$ cat config.mk
export PLATFORM = sky130hd
export DESIGN_NAME = ucsbece154b_line_fill
export DESIGN_NICKNAME = d
export VERILOG_FILES = /design/src/rtl/ucsbece154b_mem_pkg.sv /design/src/rtl/ucsbece154b_wrap_counter.sv /design/src/rtl/ucsbece154b_line_fill.sv
export SDC_FILE = /design/constraint.sdc
export NUM_CORES = 1
export LEC_CHECK = 0
export CAP_MARGIN = 20
export CORE_MARGIN = 2
export CORE_UTILIZATION = 48
export CTS_BUF_LIST = sky130_fd_sc_hd__clkbuf_8
export DETAILED_ROUTE_END_ITERATION = 16
export PLACE_DENSITY = 0.89
export SLEW_MARGIN = 10
export SYNTH_ARGS = -nofsm -noshare
export SYNTH_HDL_FRONTEND = slang
export SYNTH_HIERARCHICAL = 1
export SYNTH_SLANG_ARGS = --single-unit
$ cat constraint.sdc
create_clock -name clk_i -period 2.4 [get_ports clk_i]
set_clock_uncertainty 0.1 [all_clocks]
set_input_delay 0.36 -clock clk_i [delete_from_list [all_inputs] [get_ports clk_i]]
set_output_delay 0.36 -clock clk_i [all_outputs]
set_load 0.005 [all_outputs]
$ cat src/rtl/ucsbece154b_mem_pkg.sv
`default_nettype none
// ============================================================================
//  Module      : ucsbece154b_mem_pkg
//  Description : Shared memory-subsystem types and default geometry used by
//                the line-fill engine and the cache controller.
//  Revision    : 1.0 - initial release
// ============================================================================
package ucsbece154b_mem_pkg;

    // Default line geometry shared by the fill engine and the cache controller
    localparam int DEFAULT_DATA_WIDTH  = 32;
    localparam int DEFAULT_BLOCK_WORDS = 4;

    // Line-fill sequencer states
    typedef enum logic [1:0] {
        IDLE = 2'd0,
        FILL = 2'd1,
        HOLD = 2'd2
    } fill_state_e;

endpackage
`default_nettype wire

$ cat src/rtl/ucsbece154b_wrap_counter.sv
`default_nettype none
// ============================================================================
//  Module      : ucsbece154b_wrap_counter
//  Description : Slot index with synchronous load and increment. The index
//                wraps modulo 2**WIDTH through natural overflow.
//  Revision    : 1.0 - initial release
// ============================================================================
module ucsbece154b_wrap_counter #(
    parameter int WIDTH = 2
) (
    input  logic             clk,
    input  logic             rst_n,
    input  logic             load,
    input  logic [WIDTH-1:0] load_value,
    input  logic             inc,
    output logic [WIDTH-1:0] count
);

    // Load takes priority; increment rolls over from all-ones back to zero
    always_ff @(posedge clk or negedge rst_n) begin
        if (!rst_n) begin
            count <= '0;
        end else if (load) begin
            count <= load_value;
        end else if (inc) begin
            count <= count + 1'b1;
        end
    end

endmodule
`default_nettype wire

$ cat src/rtl/ucsbece154b_line_fill.sv
`default_nettype none
// ============================================================================
//  Module      : ucsbece154b_line_fill
//  Description : Pops one cache line worth of words from the refill FIFO,
//                starting at the critical word, forwards that word early and
//                hands the assembled line to the cache via valid/ready.
//  Revision    : 1.0 - initial release
// ============================================================================
module ucsbece154b_line_fill
    import ucsbece154b_mem_pkg::*;
#(
    parameter int DATA_WIDTH  = DEFAULT_DATA_WIDTH,
    parameter int BLOCK_WORDS = DEFAULT_BLOCK_WORDS,
    parameter int OW          = $clog2(BLOCK_WORDS)
) (
    input  logic                              clk_i,
    input  logic                              rst_ni,
    input  logic                              start_i,
    input  logic [OW-1:0]                     first_word_i,
    input  logic [DATA_WIDTH-1:0]             fifo_data_i,
    input  logic                              fifo_valid_i,
    output logic                              fifo_pop_o,
    output logic [DATA_WIDTH-1:0]             crit_word_o,
    output logic                              crit_valid_o,
    output logic [DATA_WIDTH*BLOCK_WORDS-1:0] line_o,
    output logic                              line_valid_o,
    input  logic                              line_ready_i,
    output logic                              busy_o
);

    // Count value of the last word of a line
    localparam logic [OW:0] CNT_LAST = (OW+1)'(BLOCK_WORDS - 1);

    fill_state_e                           state_q;
    fill_state_e                           state_d;
    logic [OW:0]                           cnt_q;
    logic [OW-1:0]                         slot_q;
    logic [BLOCK_WORDS-1:0][DATA_WIDTH-1:0] line_q;
    logic [DATA_WIDTH-1:0]                 crit_word_q;
    logic                                  crit_valid_q;
    logic                                  accept_start;

    assign accept_start = (state_q == IDLE) && start_i;

    // Slot index: starts at the critical word and wraps around the line
    ucsbece154b_wrap_counter #(
        .WIDTH (OW)
    ) u_slot_counter (
        .clk        (clk_i),
        .rst_n      (rst_ni),
        .load       (accept_start),
        .load_value (first_word_i),
        .inc        (fifo_pop_o),
        .count      (slot_q)
    );

    // Next-state and handshake outputs; pops are gated by FIFO validity
    always_comb begin
        state_d      = state_q;
        fifo_pop_o   = 1'b0;
        line_valid_o = 1'b0;
        busy_o       = (state_q != IDLE);
        unique case (state_q)
            IDLE: begin
                if (start_i) begin
                    state_d = FILL;
                end
            end
            FILL: begin
                fifo_pop_o = fifo_valid_i;
                if (fifo_valid_i && (cnt_q == CNT_LAST)) begin
                    state_d = HOLD;
                end
            end
            HOLD: begin
                line_valid_o = 1'b1;
                if (line_ready_i) begin
                    state_d = IDLE;
                end
            end
            default: begin
                state_d = IDLE;
            end
        endcase
    end

    // State, word count, line buffer and critical-word capture
    always_ff @(posedge clk_i or negedge rst_ni) begin
        if (!rst_ni) begin
            state_q      <= IDLE;
            cnt_q        <= '0;
            line_q       <= '0;
            crit_word_q  <= '0;
            crit_valid_q <= 1'b0;
        end else begin
            state_q      <= state_d;
            crit_valid_q <= fifo_pop_o && (cnt_q == '0);
            if (accept_start) begin
                cnt_q <= '0;
            end else if (fifo_pop_o) begin
                cnt_q          <= cnt_q + 1'b1;
                line_q[slot_q] <= fifo_data_i;
                if (cnt_q == '0) begin
                    crit_word_q <= fifo_data_i;
                end
            end
        end
    end

    assign line_o       = line_q;
    assign crit_word_o  = crit_word_q;
    assign crit_valid_o = crit_valid_q;

endmodule
`default_nettype wire

---- Word-level counts from Yosys, hierarchy flattened ----
Cells that the tools add are included.
word-level totals
  bits in registers ....................... 168
  input bits .............................. 39
  output and inout bits ................... 164
  word-level logic and storage cells ...... 44
operators by class
  add/subtract/negate cells ............... 2
  order comparisons ....................... 2
  equal/unequal tests ..................... 6
  multiplexer cells ....................... 13
  bitwise gates (word level) .............. 1
  reduce and logical (&&, ||, !) cells .... 11
operator list
  kind                   count
  $bwmux W128            1
  $demux W32 S2          1
  $mux W32               1
  $mux W2                5
  $mux W3                2
  $ne A2 B2 Y1 const B   3
  $pmux W2 S3            1
  $reduce_and A3 Y1      2
  $logic_and A1 B1 Y1    4
  $reduce_bool A2 Y1     2
  $add A3 B1 Y3 const B  1
  $eq A3 B2 Y1 const B   1
  $logic_not A3 Y1       1
  $lt A2 B3 Y1 const B   1
  $add A2 B1 Y2 const B  1
  $eq A2 B1 Y1 const B   1
  $eq A2 B2 Y1 const B   1
  $ge A2 B1 Y1 const B   1
  $logic_not A2 Y1       1
  $mux W1                2
  $reduce_and A2 Y1      1
  $not A1 Y1             1

---- Depth between registers and ports, before layout ----
Gate-level depths: netlist of the first run.
  word-level depth ........................ 5
  depth in mapped cells ................... 6

---- Cells and area by module ----
The synthesis of the first run kept the hierarchy.
modules (own cells, without submodules)
  module                    times used  cells each  area an instance (µm²)  sequential area each (µm²)
  ucsbece154b_line_fill     1           371         6,517.5                 4,154.0
  ucsbece154b_wrap_counter  1           9           100.1                   50.0

---- Worst setup path before layout of the first run ----
No wires, ideal clock.
  path kind ............................... reg2reg
  from .................................... register state_q[0]
  to ...................................... register u_slot_counter.count[1]
  library setup time ...................... 0.126 ns
  data arrival time ....................... 1.472 ns
  data required time ...................... 2.174 ns
  slack ................................... 0.701 ns
  cell stages (with the launch flop) ...... 5
  path buffers ............................ 0
  clock period less this slack ............ 1.699 ns
  cells stage by stage .................... dfrtp_1 > or2_2 > nor2_1 > and4bb_1 > a221o_1
on the way
  word-level cells in the longest chain between the ends .. 3
  elaborated cells on any way between the ends .. 6
RTL lines
  item                                           RTL line                        source
  from (decl)                                    ucsbece154b_line_fill.sv:34     fill_state_e state_q;
  from (signal assigned)                         ucsbece154b_line_fill.sv:96     state_q <= state_d;
  $logic_not A2 Y1 *                             ucsbece154b_line_fill.sv:43     assign accept_start = (state_q == IDLE) && start_i;
  $logic_and A1 B1 Y1 *                          ucsbece154b_line_fill.sv:43
  net accept_start                               ucsbece154b_line_fill.sv:41     logic accept_start;
  $mux W2 or $reduce_bool A2 Y1 (tied branches)  -
  to (signal assigned)                           ucsbece154b_wrap_counter.sv:24  count <= load_value;
  to (signal assigned)                           ucsbece154b_wrap_counter.sv:26  count <= count + 1'b1;
  to (decl)                                      ucsbece154b_wrap_counter.sv:16  output logic [WIDTH-1:0] count
The timed path passes the listed nets; every way through them passes the cells marked *.
A chain may end at the register's enable or synchronous reset.

---- Worst setup path after layout of the first run ----
  from .................................... register state_q[1]
  to ...................................... output fifo_pop_o
on the way
  word-level cells in the longest chain between the ends .. 2
RTL lines
  item          RTL line                     source
  $eq A2 B1 Y1  ucsbece154b_line_fill.sv:63  unique case (state_q)
  $mux W1       ucsbece154b_line_fill.sv:63
  to (decl)     ucsbece154b_line_fill.sv:22  output logic fifo_pop_o,
Every way passes these cells.

==> impl_metrics.toml, run 1 <==
[route]
wire_per_inst_um = 19.8
drt_iter0_markers = 155
dr_total_vias = 4025
drt_wl_total_um = 15600
first_pass_iters = 4
via_per_inst = 5.10
antenna_left = 0
drc = 0

[worst_setup_path]
r2r_cells = 4
cp.required_ns = 1.94
r2r_slack_ns = 0.47
worstPathMaxFanout = 11
worstPathArrival_ns = 1.76
crit_start = "state_q[1]"
cp-start-kind = "register"
rr_startpoint = "state_q[0]"
r2r-end = "u_slot_counter/count[1]"
worst-setup-path-type = "register to primary output"
endpoint_kind = "primary output"

[pwr]
internal_power_w = 0.00961
power.share.sequential_pct = 38.7
leakage_nw = 3.98
powerDensity_nw_per_um2 = 1440
pwr-share-comb_pct = 45.0
swShare_pct = 28.1
pwr-share-clk_pct = 16.2
power.switching_w = 0.00376
vdd_drop_max_mv = 0.774

[timing]
period_share_pct = 92.3
fmax_ghz = 0.451
tightest_slew_ns = 0.511
slew_headroom_pct = 65.8
hold_viol = 0
hold-worst-slack_ns = 0.349
maxSlewViolCount = 0
fin_setup_tns_ns = 0
grt_setup_unrepaired = "no"
min_period_ns = 2.22
setup_viol = 0

[synth]
yosys_register_bits = 168
synthTopCellsByArea = "dfrtp_1, mux2_2, mux2_4, mux2_1, buf_6"
synth_seq_area_share_pct = 63.5
yosysUniqueCellTypes = 28
synth_cells = 380
syn_nets = 422
avgSynthCellArea_sq_um = 17.4
netlist_area_sq_um = 6620
synth_warnings = 6
synth_top_area_share_pct = 63.5
yosys.area.top_type = "dfrtp_1"

[clock_network]
clkSinkCount = 168
htree_levels = 4
cts_buffer_depth = 2
clkTransAtPathRegs_ns = 0.09
cts_buffers = 17
insertion_delay_ns = 0.44
cts_tree = "done"
holdBufCountCts = 1
cts_setup_buffers = 0
ctsResizeCount = 0
clock-root-buffer = "clkbuf_8"

[layout]
drive_above_1_share_pct = 33.3
diodes = 0
area_delta_synth_final_pct = 40.5
layout_commonest_cell = "clkdlybuf4s50_1"
final_cell_mix = "clkdlybuf4s50_1, dfrtp_1, mux2_2"
nNetsFinal = 642

[global_routing]
grt_overflow = 0
grt_max_degree = 71
antenna_found_initial = 0
grt_pass1_vias = 4456
gr-usage-all-layers_pct = 22.1
grt_pass1_wl_um = 24400

[floorplan]
initial_core_util_pct = 49.6
die_w_um = 121
fp.dieH_um = 121
die_area_sq_um = 14700
core-area_sq_um = 13300
num_rows = 42
io_pins = 203

[run_status]
status = "complete, no violations"

[min_path]
hold_path_class = "primary input to asynchronous set/reset pin"

[run]
maxCapViolCount = 0

[placement]
gp_congestion = 0.852
portBuffers = 202
hpwl_um = 11200
## cells by family after synthesis
logic type / after synthesis / share of synthesized area, %
DFF: 168 / 63.5
muxes: 160 / 28.9
buffers and inverters: 22 / 3.50
and+or+nand+nor: 19 / 2.63
AOI/OAI and AO/OA: 6 / 0.643
adders and majority gates: 3 / 0.567
xor gates and xnor gates: 2 / 0.265
## worst max-delay path, cell delays in order (launching register included)
cell,delay [ns]
dfrtp_1,0.41
nand3b_4,0.24
inv_6,0.15
clkdlybuf4s50_1,0.51
## metrics by stage
| step | power (W) | setup WS [ns] | utilization (%) | instances | area (sq um) |
|---|---|---|---|---|---|
| floorplan | 0.00763 | 0.701 | - | 380 | 6620 |
| global placement | 0.0110 | 0.219 | 66.3 | 756 | 8850 |
| detailed placement | 0.0113 | 0.169 | 66.3 | 756 | 8850 |
| CTS | 0.0135 | 0.145 | 69.7 | 789 | 9300 |
| global route | 0.0141 | 0.100 | 69.7 | 789 | 9300 |
| finish | 0.0134 | 0.185 | 69.7 | 789 | 9300 |
## synthesized netlist by cell type
| master | n |
|---|---|
| nor2b_1 | 1 |
| nand3b_4 | 2 |
| nand3_4 | 1 |
| a22o_1 | 1 |
| or2b_1 | 1 |
| nor3b_4 | 1 |
| inv_1 | 5 |
| and3_4 | 1 |
| buf_12 | 4 |
| buf_6 | 9 |
| o21ai_0 | 1 |
| a311oi_1 | 1 |
| xnor2_1 | 2 |
| and2b_1 | 1 |
| buf_4 | 3 |
| dfrtp_1 | 168 |
| a221o_1 | 1 |
| nand2_1 | 5 |
| inv_6 | 1 |
| mux2_2 | 120 |
| nor3_4 | 1 |
| nor2_1 | 3 |
| mux2_4 | 29 |
| a21oi_1 | 2 |
| ha_1 | 3 |
| or2_2 | 1 |
| and4bb_1 | 1 |
| mux2_1 | 11 |
## worst max-delay path by stage
stage,end
2_1_floorplan,u_slot_counter/count[1]
3_3_place_gp,crit_word_o[0]
3_5_place_dp,crit_word_o[31]
4_1_cts,fifo_pop_o
5_1_grt,fifo_pop_o
6_report,fifo_pop_o
## area by class of cell
type | instances | area, sq um
flip-flops and latches | 168 | 4200
fillers | 884 | 4050
repair buffers | 217 | 2230
multi-input cells | 190 | 2180
clock buffers | 19 | 262
well taps | 176 | 220
clock inverters | 13 | 176
inverters | 6 | 27.5
## routing by layer
metal  track usage, %  wire (um)  vias up  share of wire, %
met5                0          0        -                 0
met3             6.20        955       31               6.1
met4             10.6        518        0               3.3
met2             36.4       7660      144                49
li1                 -          -     1784                 -
met1             27.0       6460     2066                41
## power groups by stage
stage | Combinational [W] | Clock (W) | Sequential, W
CTS | 0.00610 | 0.00223 | 0.00518
global route | 0.00640 | 0.00234 | 0.00534
global placement | 0.00588 | 0 | 0.00510
detailed placement | 0.00608 | 0 | 0.00521
floorplan | 0.00245 | 0 | 0.00518
finish | 0.00602 | 0.00217 | 0.00518
## registers in the layout (all words and copies together) (netlist names)
signal                count
line_o                  128
crit_word_o              32
cnt_q                     3
state_q                   2
u_slot_counter/count      2
crit_valid_o              1
No activity file was read; power rests on OpenSTA's default activity.
==> run 2, diff against run 1 <==
Settings changed: ABC_AREA from default to 1, CORE_UTILIZATION 48 to 50, PLACE_DENSITY 0.89 to 0.9.
==> run 2 against run 1 <==
  * Synthesized area grew 9.4%
  * Die area rose by 4.8%
  * Clock power is essentially flat
  * Design area is 7.6% higher
  * Setup slack better by 0.058 ns
==> impl_metrics.toml, run 2 <==
[run_status]
status = "complete, no violations"

[synth]
netlist_area_sq_um = 7240
synthTopCellsByArea = "dfrtp_1, nand2_1, o21bai_1, inv_1, nand3_1"
yosys_register_bits = 168
syn_nets = 889
synth_warnings = 6
synth_mux_area_share_pct = 0
yosysUniqueCellTypes = 15
yosys.area.top_type = "dfrtp_1"
synth_xor_area_share_pct = 0
yosys-top-cells-count = "nand2_1, dfrtp_1, inv_1, o21bai_1, nand3_1"
synth_seq_area_share_pct = 58.1
synthAdderAreaFrac_pct = 0.519
yosys.area_share.simple_pct = 22.8
synthFlopType = "dfrtp_1"
avgSynthCellArea_sq_um = 8.54
synth_cells = 847
async_flop_share_pct = 100
synth_compound_area_share_pct = 10.1
post-synth-top-count-cell = "nand2_1"
synth_edf_count = 0
synth_top_family_by_area = "simple AND/OR/NAND/NOR gates"
synth_top_area_share_pct = 58.1

[layout]
drive_above_1_share_pct = 6.02
fin_util_pct = 71.5
layout_commonest_cell = "nand2_1"
fill_cells = 1066
largest_reg_flops = 128
diodes = 0
stdcell_area_sq_um = 10000
nNetsFinal = 1092
area_delta_synth_final_pct = 38.2
final_cell_mix = "nand2_1, clkdlybuf4s50_1, dfrtp_1"

[worst_setup_path]
r2r_slack_ns = 0.54
worst-setup-path-type = "register to primary output"
worstPathArrival_ns = 1.70
cp-start-kind = "register"
endpoint_kind = "primary output"
worstPathMaxFanout = 3
cp.required_ns = 1.94
r2r-end = "crit_word_o[6]"
rr_startpoint = "cnt_q[0]"
r2r_cells = 6

[route]
wire_per_inst_um = 16.6
via_per_inst = 5.13
drt_iter0_markers = 498
drc = 0
drt_wl_total_um = 20700
dr_total_vias = 6376
first_pass_iters = 6
antenna_left = 0

[global_routing]
grt_pass1_vias = 6405
antenna_found_initial = 0
gr-usage-all-layers_pct = 27.4
grt_pass1_wl_um = 33700
grt_overflow = 0
grt_max_degree = 105

[clock_network]
insertion_delay_ns = 0.46
cts_tree = "done"
clock-root-buffer = "clkbuf_8"
clkSinkCount = 168
cts_buffers = 17
cts_buffer_depth = 2
clkTransAtPathRegs_ns = 0.09
cts_setup_buffers = 0
htree_levels = 4

[floorplan]
fp.dieH_um = 124
die_area_sq_um = 15500
num_rows = 43
die_w_um = 124
core-area_sq_um = 14000
io_pins = 203
initial_core_util_pct = 51.7

[pwr]
powerDensity_nw_per_um2 = 1360
leakage_nw = 5.07
vdd_drop_max_mv = 1.08

[placement]
portBuffers = 202
dpl_cell_area_sq_um = 9550
place_ws_ns = 0.274
gp_congestion = 0.823
hpwl_um = 14000

[timing]
tightest_slew_ns = 0.647
fmax_ghz = 0.464
hold_viol = 0
grt_setup_unrepaired = "no"
min_period_ns = 2.16
slew_headroom_pct = 56.8
maxSlewViolCount = 0
period_share_pct = 89.9
setup_viol = 0
fin_setup_tns_ns = 0
post-route-worst-setup-slack_ns = 0.243
hold-worst-slack_ns = 0.326

[min_path]
hold_path_class = "primary input to asynchronous set/reset pin"

[run]
maxCapViolCount = 0
run 2: timing repair:
action                                 CTS  global route
hold buffers                             1             0
resized for setup                        0             0
endpoints found under the hold margin   52             0
run 2: through the flow:
step / std cells / power (W)
6_report: 1243 / 0.0136
5_1_grt: 1243 / 0.0146
4_1_cts: 1243 / 0.0137
3_5_place_dp: 1210 / 0.0114
3_3_place_gp: 1210 / 0.0112
2_1_floorplan: 847 / 0.00760
run 2: where the power goes:
part | total (W) | internal, W | switching [W] | leakage (nW)
clock | 0.00220 | 0.00118 | 0.00102 | 0.217
sequential | 0.00501 | 0.00418 | 0.000835 | 2.08
combinational | 0.00643 | 0.00345 | 0.00297 | 2.77
run 2: layer usage:
metal  wire length [um]  vias to the layer above  track usage [%]
met5                  0                        -                0
li1                   -                     2972                -
met4                670                        0             11.7
met3               1830                       54             7.77
met1               8360                     3041             35.2
met2               9830                      309             43.6
run 2: cells by family (layout without fill, tap and decap cells):
kind of cell,after synthesis,in the layout
AOI/OAI and AO/OA,98,98
adders and majority gates,3,3
buffers and inverters,154,370
DFF,168,168
and+or+nand+nor,424,424
run 2: area by class of cell:
class                           count  area (sq um)  share of cell area, %
Clock buffer                       19           262                   2.61
Multi-Input combinational cell    525          2460                   24.6
Sequential cell                   168          4200                   42.0
Clock inverter                     13           176                   1.76
Inverter                          110           413                   4.13
Timing Repair Buffer              228          2260                   22.6
Tap cell                          180           225                   2.25
run 2: worst max path at each step:
stage	from	slack, ns	cells after the start	to
after global placement	fifo_valid_i	0.34	7	line_o[88]
after global routing	state_q[0]	0.15	4	line_valid_o
after floorplan	u_slot_counter/count[0]	1.00	5	line_o[12]
after CTS	state_q[0]	0.21	4	line_valid_o
after detailed placement	fifo_valid_i	0.27	7	line_o[87]
final	state_q[0]	0.24	4	line_valid_o
run 2: worst max-delay path, stage by stage (launching register included):
cell	delay, ns
dfrtp_1	0.44
inv_1	0.09
nand2_1	0.10
inv_1	0.07
clkdlybuf4s50_1	0.54
